===== config.mk =====
export PLATFORM = sky130hd
export DESIGN_NAME = mem_port_arbiter_flat
export DESIGN_NICKNAME = d
export VERILOG_FILES = /design/src/rtl/mem_port_arbiter_if.sv /design/src/rtl/mem_port_arbiter.sv /design/src/flat_wrapper.sv
export SDC_FILE = /design/constraint.sdc
export NUM_CORES = 1
export LEC_CHECK = 0
export CAP_MARGIN = 10
export CORE_ASPECT_RATIO = 2
export CORE_MARGIN = 1
export CORE_UTILIZATION = 41
export CTS_CLUSTER_SIZE = 12
export DETAILED_ROUTE_END_ITERATION = 8
export PLACE_DENSITY = 0.8
export SETUP_SLACK_MARGIN = 0.4
export SYNTH_ARGS = -nofsm -noshare
export SYNTH_HDL_FRONTEND = slang
export SYNTH_SLANG_ARGS = --single-unit

===== constraint.sdc =====
create_clock -name clk -period 2.15 [get_ports clk]
set_clock_uncertainty 0.15 [all_clocks]
set_input_delay 0.3225 -clock clk [delete_from_list [all_inputs] [get_ports clk]]
set_output_delay 0.3225 -clock clk [all_outputs]
set_load 0.02 [all_outputs]

===== src/rtl/mem_port_arbiter_if.sv =====
// rtl/mem_port_arbiter_if.sv - fetch, load/store and memory-port signals of mem_port_arbiter
interface mem_port_arbiter_if;
  logic        i_valid;
  logic        i_ready;
  logic [31:0] i_addr;
  logic        i_rvalid;
  logic [31:0] i_rdata;
  logic        i_err;

  logic        d_valid;
  logic        d_ready;
  logic [31:0] d_addr;
  logic [31:0] d_wdata;
  logic        d_write;
  logic [1:0]  d_width;
  logic        d_rvalid;
  logic [31:0] d_rdata;
  logic        d_err;

  logic        m_req;
  logic        m_ready;
  logic [31:0] m_addr;
  logic [31:0] m_wdata;
  logic        m_write;
  logic [1:0]  m_width;
  logic        m_rvalid;
  logic [31:0] m_rdata;

  modport slave (
    input  i_valid, i_addr, d_valid, d_addr, d_wdata, d_write, d_width,
           m_ready, m_rvalid, m_rdata,
    output i_ready, i_rvalid, i_rdata, i_err, d_ready, d_rvalid, d_rdata, d_err,
           m_req, m_addr, m_wdata, m_write, m_width
  );

  modport master (
    output i_valid, i_addr, d_valid, d_addr, d_wdata, d_write, d_width,
           m_ready, m_rvalid, m_rdata,
    input  i_ready, i_rvalid, i_rdata, i_err, d_ready, d_rvalid, d_rdata, d_err,
           m_req, m_addr, m_wdata, m_write, m_width
  );
endinterface


===== src/rtl/mem_port_arbiter.sv =====
// rtl/mem_port_arbiter.sv - round-robin fetch/load-store arbiter for one memory port
module mem_port_arbiter #(
  parameter int unsigned TIMEOUT  = 64,
  parameter logic [31:0] ERR_DATA = 32'hDEADBEEF
) (
  input logic               clk,
  input logic               rst,
  mem_port_arbiter_if.slave bus
);
  typedef enum logic [1:0] {S_IDLE = 2'd0, S_ISSUE = 2'd1, S_WAIT = 2'd2} state_t;

  localparam logic [7:0] CNT_LAST = 8'(TIMEOUT - 1);

  state_t      state_q, state_d;
  logic        last_d_q, last_d_d;    // last_grant: 1 = D, 0 = I
  logic        owner_d_q, owner_d_d;
  logic [31:0] addr_q, addr_d;
  logic [31:0] wdata_q, wdata_d;
  logic        write_q, write_d;
  logic [1:0]  width_q, width_d;
  logic [7:0]  cnt_q, cnt_d;
  logic        i_rvalid_q, i_rvalid_d, d_rvalid_q, d_rvalid_d;
  logic        i_err_q, i_err_d, d_err_q, d_err_d;
  logic [31:0] i_rdata_q, i_rdata_d, d_rdata_q, d_rdata_d;
  logic        grant_i, grant_d, i_ready, d_ready;
  logic [31:0] resp_data;
  logic        resp_err;

  always_comb begin
    grant_d    = bus.d_valid & (~bus.i_valid | ~last_d_q);
    grant_i    = bus.i_valid & ~grant_d;
    // real data wins over a timeout landing on the same cycle
    resp_data  = bus.m_rvalid ? bus.m_rdata : ERR_DATA;
    resp_err   = ~bus.m_rvalid;
    state_d    = state_q;
    last_d_d   = last_d_q;
    owner_d_d  = owner_d_q;
    addr_d     = addr_q;
    wdata_d    = wdata_q;
    write_d    = write_q;
    width_d    = width_q;
    cnt_d      = cnt_q;
    i_rvalid_d = 1'b0;
    d_rvalid_d = 1'b0;
    i_err_d    = 1'b0;
    d_err_d    = 1'b0;
    i_rdata_d  = i_rdata_q;
    d_rdata_d  = d_rdata_q;
    i_ready    = 1'b0;
    d_ready    = 1'b0;
    case (state_q)
      S_IDLE: begin
        i_ready = grant_i;
        d_ready = grant_d;
        if (grant_i | grant_d) begin
          owner_d_d = grant_d;
          last_d_d  = grant_d;
          addr_d    = grant_d ? bus.d_addr : bus.i_addr;
          wdata_d   = grant_d ? bus.d_wdata : 32'd0;
          write_d   = grant_d & bus.d_write;
          width_d   = grant_d ? bus.d_width : 2'b10;
          state_d   = S_ISSUE;
        end
      end
      S_ISSUE: begin
        if (bus.m_ready) begin
          if (write_q) begin
            d_rvalid_d = 1'b1;
            d_rdata_d  = 32'd0;
            state_d    = S_IDLE;
          end else begin
            cnt_d   = 8'd0;
            state_d = S_WAIT;
          end
        end
      end
      S_WAIT: begin
        cnt_d = cnt_q + 8'd1;
        if (bus.m_rvalid || cnt_q == CNT_LAST) begin
          if (owner_d_q) begin
            d_rvalid_d = 1'b1;
            d_rdata_d  = resp_data;
            d_err_d    = resp_err;
          end else begin
            i_rvalid_d = 1'b1;
            i_rdata_d  = resp_data;
            i_err_d    = resp_err;
          end
          state_d = S_IDLE;
        end
      end
      default: state_d = S_IDLE;
    endcase
  end

  always_ff @(posedge clk) begin
    if (!rst) begin
      state_q    <= S_IDLE;
      last_d_q   <= 1'b0;
      owner_d_q  <= 1'b0;
      addr_q     <= 32'd0;
      wdata_q    <= 32'd0;
      write_q    <= 1'b0;
      width_q    <= 2'b10;
      cnt_q      <= 8'd0;
      i_rvalid_q <= 1'b0;
      d_rvalid_q <= 1'b0;
      i_err_q    <= 1'b0;
      d_err_q    <= 1'b0;
      i_rdata_q  <= 32'd0;
      d_rdata_q  <= 32'd0;
    end else begin
      state_q    <= state_d;
      last_d_q   <= last_d_d;
      owner_d_q  <= owner_d_d;
      addr_q     <= addr_d;
      wdata_q    <= wdata_d;
      write_q    <= write_d;
      width_q    <= width_d;
      cnt_q      <= cnt_d;
      i_rvalid_q <= i_rvalid_d;
      d_rvalid_q <= d_rvalid_d;
      i_err_q    <= i_err_d;
      d_err_q    <= d_err_d;
      i_rdata_q  <= i_rdata_d;
      d_rdata_q  <= d_rdata_d;
    end
  end

  assign bus.i_ready  = i_ready;
  assign bus.d_ready  = d_ready;
  assign bus.i_rvalid = i_rvalid_q;
  assign bus.i_rdata  = i_rdata_q;
  assign bus.i_err    = i_err_q;
  assign bus.d_rvalid = d_rvalid_q;
  assign bus.d_rdata  = d_rdata_q;
  assign bus.d_err    = d_err_q;
  assign bus.m_req    = (state_q == S_ISSUE);
  assign bus.m_addr   = addr_q;
  assign bus.m_wdata  = wdata_q;
  assign bus.m_write  = write_q;
  assign bus.m_width  = width_q;
endmodule


===== src/flat_wrapper.sv =====
// flat-port wrapper written by rule: the top's interface ports become plain ports
module mem_port_arbiter_flat 
#(
  parameter int unsigned TIMEOUT  = 64,
  parameter logic [31:0] ERR_DATA = 32'hDEADBEEF
)
  (clk, rst, bus_i_valid, bus_i_addr, bus_d_valid, bus_d_addr, bus_d_wdata, bus_d_write, bus_d_width, bus_m_ready, bus_m_rvalid, bus_m_rdata, bus_i_ready, bus_i_rvalid, bus_i_rdata, bus_i_err, bus_d_ready, bus_d_rvalid, bus_d_rdata, bus_d_err, bus_m_req, bus_m_addr, bus_m_wdata, bus_m_write, bus_m_width);
  mem_port_arbiter_if bus_i ();
  input logic clk;
  input logic rst;
  input wire logic [$bits(bus_i.i_valid)-1:0] bus_i_valid;
  input wire logic [$bits(bus_i.i_addr)-1:0] bus_i_addr;
  input wire logic [$bits(bus_i.d_valid)-1:0] bus_d_valid;
  input wire logic [$bits(bus_i.d_addr)-1:0] bus_d_addr;
  input wire logic [$bits(bus_i.d_wdata)-1:0] bus_d_wdata;
  input wire logic [$bits(bus_i.d_write)-1:0] bus_d_write;
  input wire logic [$bits(bus_i.d_width)-1:0] bus_d_width;
  input wire logic [$bits(bus_i.m_ready)-1:0] bus_m_ready;
  input wire logic [$bits(bus_i.m_rvalid)-1:0] bus_m_rvalid;
  input wire logic [$bits(bus_i.m_rdata)-1:0] bus_m_rdata;
  output wire logic [$bits(bus_i.i_ready)-1:0] bus_i_ready;
  output wire logic [$bits(bus_i.i_rvalid)-1:0] bus_i_rvalid;
  output wire logic [$bits(bus_i.i_rdata)-1:0] bus_i_rdata;
  output wire logic [$bits(bus_i.i_err)-1:0] bus_i_err;
  output wire logic [$bits(bus_i.d_ready)-1:0] bus_d_ready;
  output wire logic [$bits(bus_i.d_rvalid)-1:0] bus_d_rvalid;
  output wire logic [$bits(bus_i.d_rdata)-1:0] bus_d_rdata;
  output wire logic [$bits(bus_i.d_err)-1:0] bus_d_err;
  output wire logic [$bits(bus_i.m_req)-1:0] bus_m_req;
  output wire logic [$bits(bus_i.m_addr)-1:0] bus_m_addr;
  output wire logic [$bits(bus_i.m_wdata)-1:0] bus_m_wdata;
  output wire logic [$bits(bus_i.m_write)-1:0] bus_m_write;
  output wire logic [$bits(bus_i.m_width)-1:0] bus_m_width;
  assign bus_i.i_valid = bus_i_valid;
  assign bus_i.i_addr = bus_i_addr;
  assign bus_i.d_valid = bus_d_valid;
  assign bus_i.d_addr = bus_d_addr;
  assign bus_i.d_wdata = bus_d_wdata;
  assign bus_i.d_write = bus_d_write;
  assign bus_i.d_width = bus_d_width;
  assign bus_i.m_ready = bus_m_ready;
  assign bus_i.m_rvalid = bus_m_rvalid;
  assign bus_i.m_rdata = bus_m_rdata;
  assign bus_i_ready = bus_i.i_ready;
  assign bus_i_rvalid = bus_i.i_rvalid;
  assign bus_i_rdata = bus_i.i_rdata;
  assign bus_i_err = bus_i.i_err;
  assign bus_d_ready = bus_i.d_ready;
  assign bus_d_rvalid = bus_i.d_rvalid;
  assign bus_d_rdata = bus_i.d_rdata;
  assign bus_d_err = bus_i.d_err;
  assign bus_m_req = bus_i.m_req;
  assign bus_m_addr = bus_i.m_addr;
  assign bus_m_wdata = bus_i.m_wdata;
  assign bus_m_write = bus_i.m_write;
  assign bus_m_width = bus_i.m_width;
  mem_port_arbiter #(.TIMEOUT(TIMEOUT), .ERR_DATA(ERR_DATA)) u_core (.clk(clk), .rst(rst), .bus(bus_i));
endmodule

-- Word level (Yosys, flattened, before mapping)
Index checks and enable logic that the tools add are counted.
- register bits: 146
- output and inout bits: 138
- logic and storage cells: 71
- add/subtract/negate cells: 1
- equal/unequal tests: 9
- muxes and demuxes: 25
- bitwise logic cells: 12
- reduce and logical (&&, ||, !) cells: 11
- operators by type and width (operator ; number):
    32-bit two-way mux ; 7
    32-bit case mux with 2 select lines ; 1
    8-bit two-way mux ; 2
    8-bit case mux with 2 select lines ; 1
    3-bit AND reduction ; 4
    2-bit two-way mux ; 5
    8-bit by 1-bit adder with 8-bit output (second input constant) ; 1
    8-bit by 6-bit == test with 1-bit output (second input constant) ; 1
    2-bit by 1-bit != test with 1-bit output (second input constant) ; 4
    1-bit two-way mux ; 7
    1-bit inverter ; 7
    2-bit case mux with 3 select lines ; 1
    5-bit AND reduction ; 1
    2-bit != test (second input constant) ; 2
    4-bit AND reduction ; 1
    4-bit OR reduction ; 1
    1-bit bitwise AND ; 3
    2-bit by 1-bit == test with 1-bit output (second input constant) ; 1
    2-bit == test (second input constant) ; 1
    2-bit logical NOT ; 1
    1-bit bitwise OR ; 2
    1-bit case mux with 2 select lines ; 1
    2-bit AND reduction ; 1
    2-bit nonzero test ; 1
    1-bit logical OR ; 1

-- Longest topological paths before layout
- depth after elaboration: 8
- gate-level depth with buffers: 7

-- Least setup slack after synthesis
Ideal clock, no wire load.
- path type: register to register
- from: reg u_core.state_q[1]
- to: reg u_core.d_rdata_q[14] (netlist: u_core.bus.d_rdata[14])
- library setup time: 0.117 ns
- arrival time: 1.772 ns
- data required time: 1.883 ns
- path slack: 0.111 ns
- cell stages (with the launch flop): 8
- buffers on the path: 2
- clock period less this slack: 2.039 ns
- cell sequence: dfxtp_1 -> inv_1 -> ha_1 -> nand3_1 -> a221o_1 -> buf_6 -> buf_6 -> a32o_1
- word-level cells in the longest chain between the ends: 3
- elaborated cells on any way between the ends: 9
- classes of those cells: eq/ne (6); mux (1); reduce/logical (2)
- RTL lines (what ; line ; RTL):
    from (decl) ; mem_port_arbiter.sv:14 ; state_t state_q, state_d;
    from (signal assigned) ; mem_port_arbiter.sv:113 ; state_q <= state_d;
    2-bit by 1-bit == test with 1-bit output * ; - ;
    via bus_m_req ; flat_wrapper.sv:29 ; output wire logic [$bits(bus_i.m_req)-1:0] bus_m_req;
    2-bit by 1-bit != test with 1-bit output (no line), or another cell as far along ; - ;
    5-bit AND reduction (no line) ; - ;
    to (signal assigned) ; mem_port_arbiter.sv:126 ; d_rdata_q <= d_rdata_d;
    to (decl) ; mem_port_arbiter.sv:24 ; logic [31:0] i_rdata_q, i_rdata_d, d_rdata_q, d_rdata_d;
Mark *: on every way through the listed nets, which the timed path passes. The rest lies on a longest branch.
A chain may end at the register's enable or synchronous reset.

-- Final worst setup path
- from: reg u_core.cnt_q[1]
- to: reg u_core.d_rdata_q[31] (netlist: u_core.bus.d_rdata[31])
- word-level cells in the longest chain between the ends: 4
- RTL lines (what ; line ; RTL):
    from (decl) ; mem_port_arbiter.sv:21 ; logic [7:0] cnt_q, cnt_d;
    from (signal assigned) ; mem_port_arbiter.sv:120 ; cnt_q <= cnt_d;
    8-bit by 6-bit == test with 1-bit output ; mem_port_arbiter.sv:79 ; if (bus.m_rvalid || cnt_q == CNT_LAST) begin
    1-bit logical OR ; mem_port_arbiter.sv:79 ;
    2-bit by 1-bit != test with 1-bit output (no line) ; - ;
    5-bit AND reduction (no line) ; - ;
No other way between the ends.

==> out/summary.txt <==
Tightest Hold Check Type = reg -> reg
Adder-Cell Fraction of Synth Area = 0.8489%
final setup vio count = 0
H-tree depth = 4
Synth Area in Compound Gates = 19.14%
Pre-Repair DR Iteration Count = 5
Cells after Synth = 574
kind of critical path = reg -> reg
layout net count = 1001
CTS root buf = clkbuf_16
Crit Path Max Fanout = 6
power density cells = 1025 nW/um^2
die area = 14890 sq um
vias in the first global route = 5672
vias = 5505
Final Util = 70.22%
CTS hold repair buffers = 0
max-cap viol count = 0
Min Clock Period, post-route = 1.950 ns
Synth Area in XOR/XNOR = 1.040%
Starting Density = 42.21%
Setup TNS = 0 ns
Post-synth top cells = 146 x dfxtp_1, 92 x nand2_1, 59 x mux2i_1
Fmax = 0.5127 GHz
library cells used by synthesis = 40
final hold vios = 0
Worst-Skew Late Latency = 0.41 ns
post-route ant nets = 0
final worst slack = 0.1997 ns
yosys warns = 0
most numerous cell in the Yosys netlist = dfxtp_1
WP data arrival = 2.10 ns
largest net degree at the start of global routing = 141
First DRT Iteration DRCs = 292
syn_nets = 715
PortBufs = 274
vias per cell = 5.179
DR WL/cell = 17.42 um
VDD IR-drop max = 805.8 uV
final WL = 18510 um
Die Ht = 171.6 um
Hold WS = 0.3031 ns
GRT Total Usage = 24.14%
final slew viol count = 0
critical path required time = 2.30 ns
Cell Area, Synth = 5896 sq um
post-synthesis mux area share = 10.02%
Synth area leader = dfxtp_1
grt ovf = 0
sequential cell area fraction in the yosys report = 49.58%
chip width = 86.79 um
Area contributors post-synth = dfxtp_1 50%, mux2i_1 10%, nand2_1 5.9%
Tot Pwr = 10.05 mW
average size of a mapped cell = 10.27 sq um
DRC viols = 0
period utilization = 90.71%
P_leak = 4.746 nW
post-synthesis async set-or-reset flop share = 0%
slew margin rel. = 63.46%
status = complete, no violations
startpoint types = flop
RSZ-0062 raised after global routing = yes
Synth Flop Type = dfxtp_1
Simple-Gate Fraction of Synth Area = 15.22%
first-pass GRT wire length = 27700 um
largest family of logic cells by synthesized area = compound AO/OA/AOI/OAI gates
core area = 13970 sq um
P&R area growth vs syn = 66.36%
Cell Rows = 61
clock buffer depth = 2
Num CTS Buffers = 17
CTS tree = built
IO Pins = 275
Worst-path clk slew = 0.06 ns
Slew @ Worst Pin = 0.5481 ns
DPL Wire Length = 12790 um
initial antenna violation count = 1
layout cells sized above 1 = 15.46%
post-place setup slack = -0.3073 ns
Sink Count = 146
RD Place Congestion = 0.7969
top-area cell type share of the netlist area = 49.58%
number of flops mapped to enable cells by yosys = 0
FF+latch count, synth = 146
Setup crit end kind = flop
worst max-delay path, cell delays in order, from the launching register on:
cell and delay [ns]:
dfxtp_2 0.36, ha_4 0.14, nor3b_4 0.20, a21oi_2 0.10
a221o_2 0.48, buf_6 0.17, buf_16 0.14, mux2i_1 0.11
metrics by stage:
| stage | std cells | instance area (sq um) |
|---|---|---|
| after CTS | 1058 | 9613 |
| after floorplan | 574 | 5948 |
| after global routing | 1063 | 9808 |
| final | 1063 | 9808 |
| after global placement | 1012 | 8981 |
| after detailed placement | 1012 | 8981 |
path summary, 6_finish.rpt:
kind              cells after the start  slack [ns]                                start                             endpoint
hold reg to reg                       2        0.30  u_core.bus.d_rdata[13]$_SDFFE_PN0P_  u_core.bus.d_rdata[13]$_SDFFE_PN0P_
setup / recovery                      7        0.20         u_core.cnt_q[1]$_SDFFE_PN0P_  u_core.bus.d_rdata[31]$_SDFFE_PN0P_
setup reg to reg                      7        0.20         u_core.cnt_q[1]$_SDFFE_PN0P_  u_core.bus.d_rdata[31]$_SDFFE_PN0P_
hold / removal                        2        0.30  u_core.bus.d_rdata[13]$_SDFFE_PN0P_  u_core.bus.d_rdata[13]$_SDFFE_PN0P_
registers in the layout, summed over array words and instances, names as in the netlist:
| signal | count |
|---|---|
| u_core.bus.i_err | 1 |
| u_core.bus.d_rdata | 32 |
| u_core.bus.m_wdata | 32 |
| u_core.bus.d_rvalid | 1 |
| u_core.bus.i_rvalid | 1 |
| u_core.cnt_q | 8 |
| u_core.bus.m_addr | 32 |
| u_core.bus.d_err | 1 |
| u_core.bus.i_rdata | 32 |
| u_core.bus.m_width | 2 |
| u_core.state_q | 2 |
| u_core.bus.m_write | 1 |
| u_core.last_d_q | 1 |
placed cells by master (no fill, tap or decap), drive strengths merged, types with 3 or more instances in the layout:
cell and instances:
dfxtp 146, dlygate4sd2 135, clkdlybuf4s50 134, nand2 92, mux2i 59, buf 45, nor2b 37, a22oi 34
o211a 32, nand2b 27, o221a 24, clkbuf 19, a32o 16, inv 14, nor2 12, xor2 6
and2 4, ha 4, o21ai 4, o211ai 3
cells by family (layout without fill, tap and decap cells):
logic type / Yosys count / count (layout)
buffers and inverters: 54 / 353
AO/OA/AOI/OAI: 122 / 122
XOR/XNOR: 7 / 7
AND/OR/NAND/NOR: 182 / 182
flip-flops: 146 / 146
adder cells (fa/ha/maj): 4 / 4
multiplexers: 59 / 59
other: 0 / 1
repair_timing:
| action | in CTS | in global routing |
|---|---|---|
| gates cloned | 3 | 3 |
| gates resized for setup | 168 | 30 |
| endpoints found under the setup margin | 210 | 110 |
| pin swaps | 6 | 9 |
| buffers inserted | 11 | 1 |
final cells by class:
cell class              count  area (sq um)
well taps                 189         236.5
flip-flops and latches    146          2933
diodes                      1         2.502
inverters                   4         22.52
fillers                  1118          4159
repair buffers            317          3120
multi-input cells         374          2904
clock buffers              17         425.4
clock inverters            15         163.9
per-layer routing:
metal / GRT usage, % / vias to the layer above / wire, um / part of all wire, %
li1: - / 2637 / - / -
met1: 23.81 / 2564 / 6493 / 35
met2: 43.65 / 258 / 9805 / 53
met3: 6.862 / 46 / 1340 / 7.2
met4: 14.57 / 0 / 874 / 4.7
met5: 0 / - / 0 / 0
power breakdown:
group | total [mW] | internal [mW] | switching [mW]
registers | 3.40 | 3.14 | 0.253
logic | 3.70 | 1.76 | 1.94
clock network | 2.96 | 1.66 | 1.30
total | 10.1 | 6.55 | 3.50
Note: power is estimated with default switching activity, not from simulation.
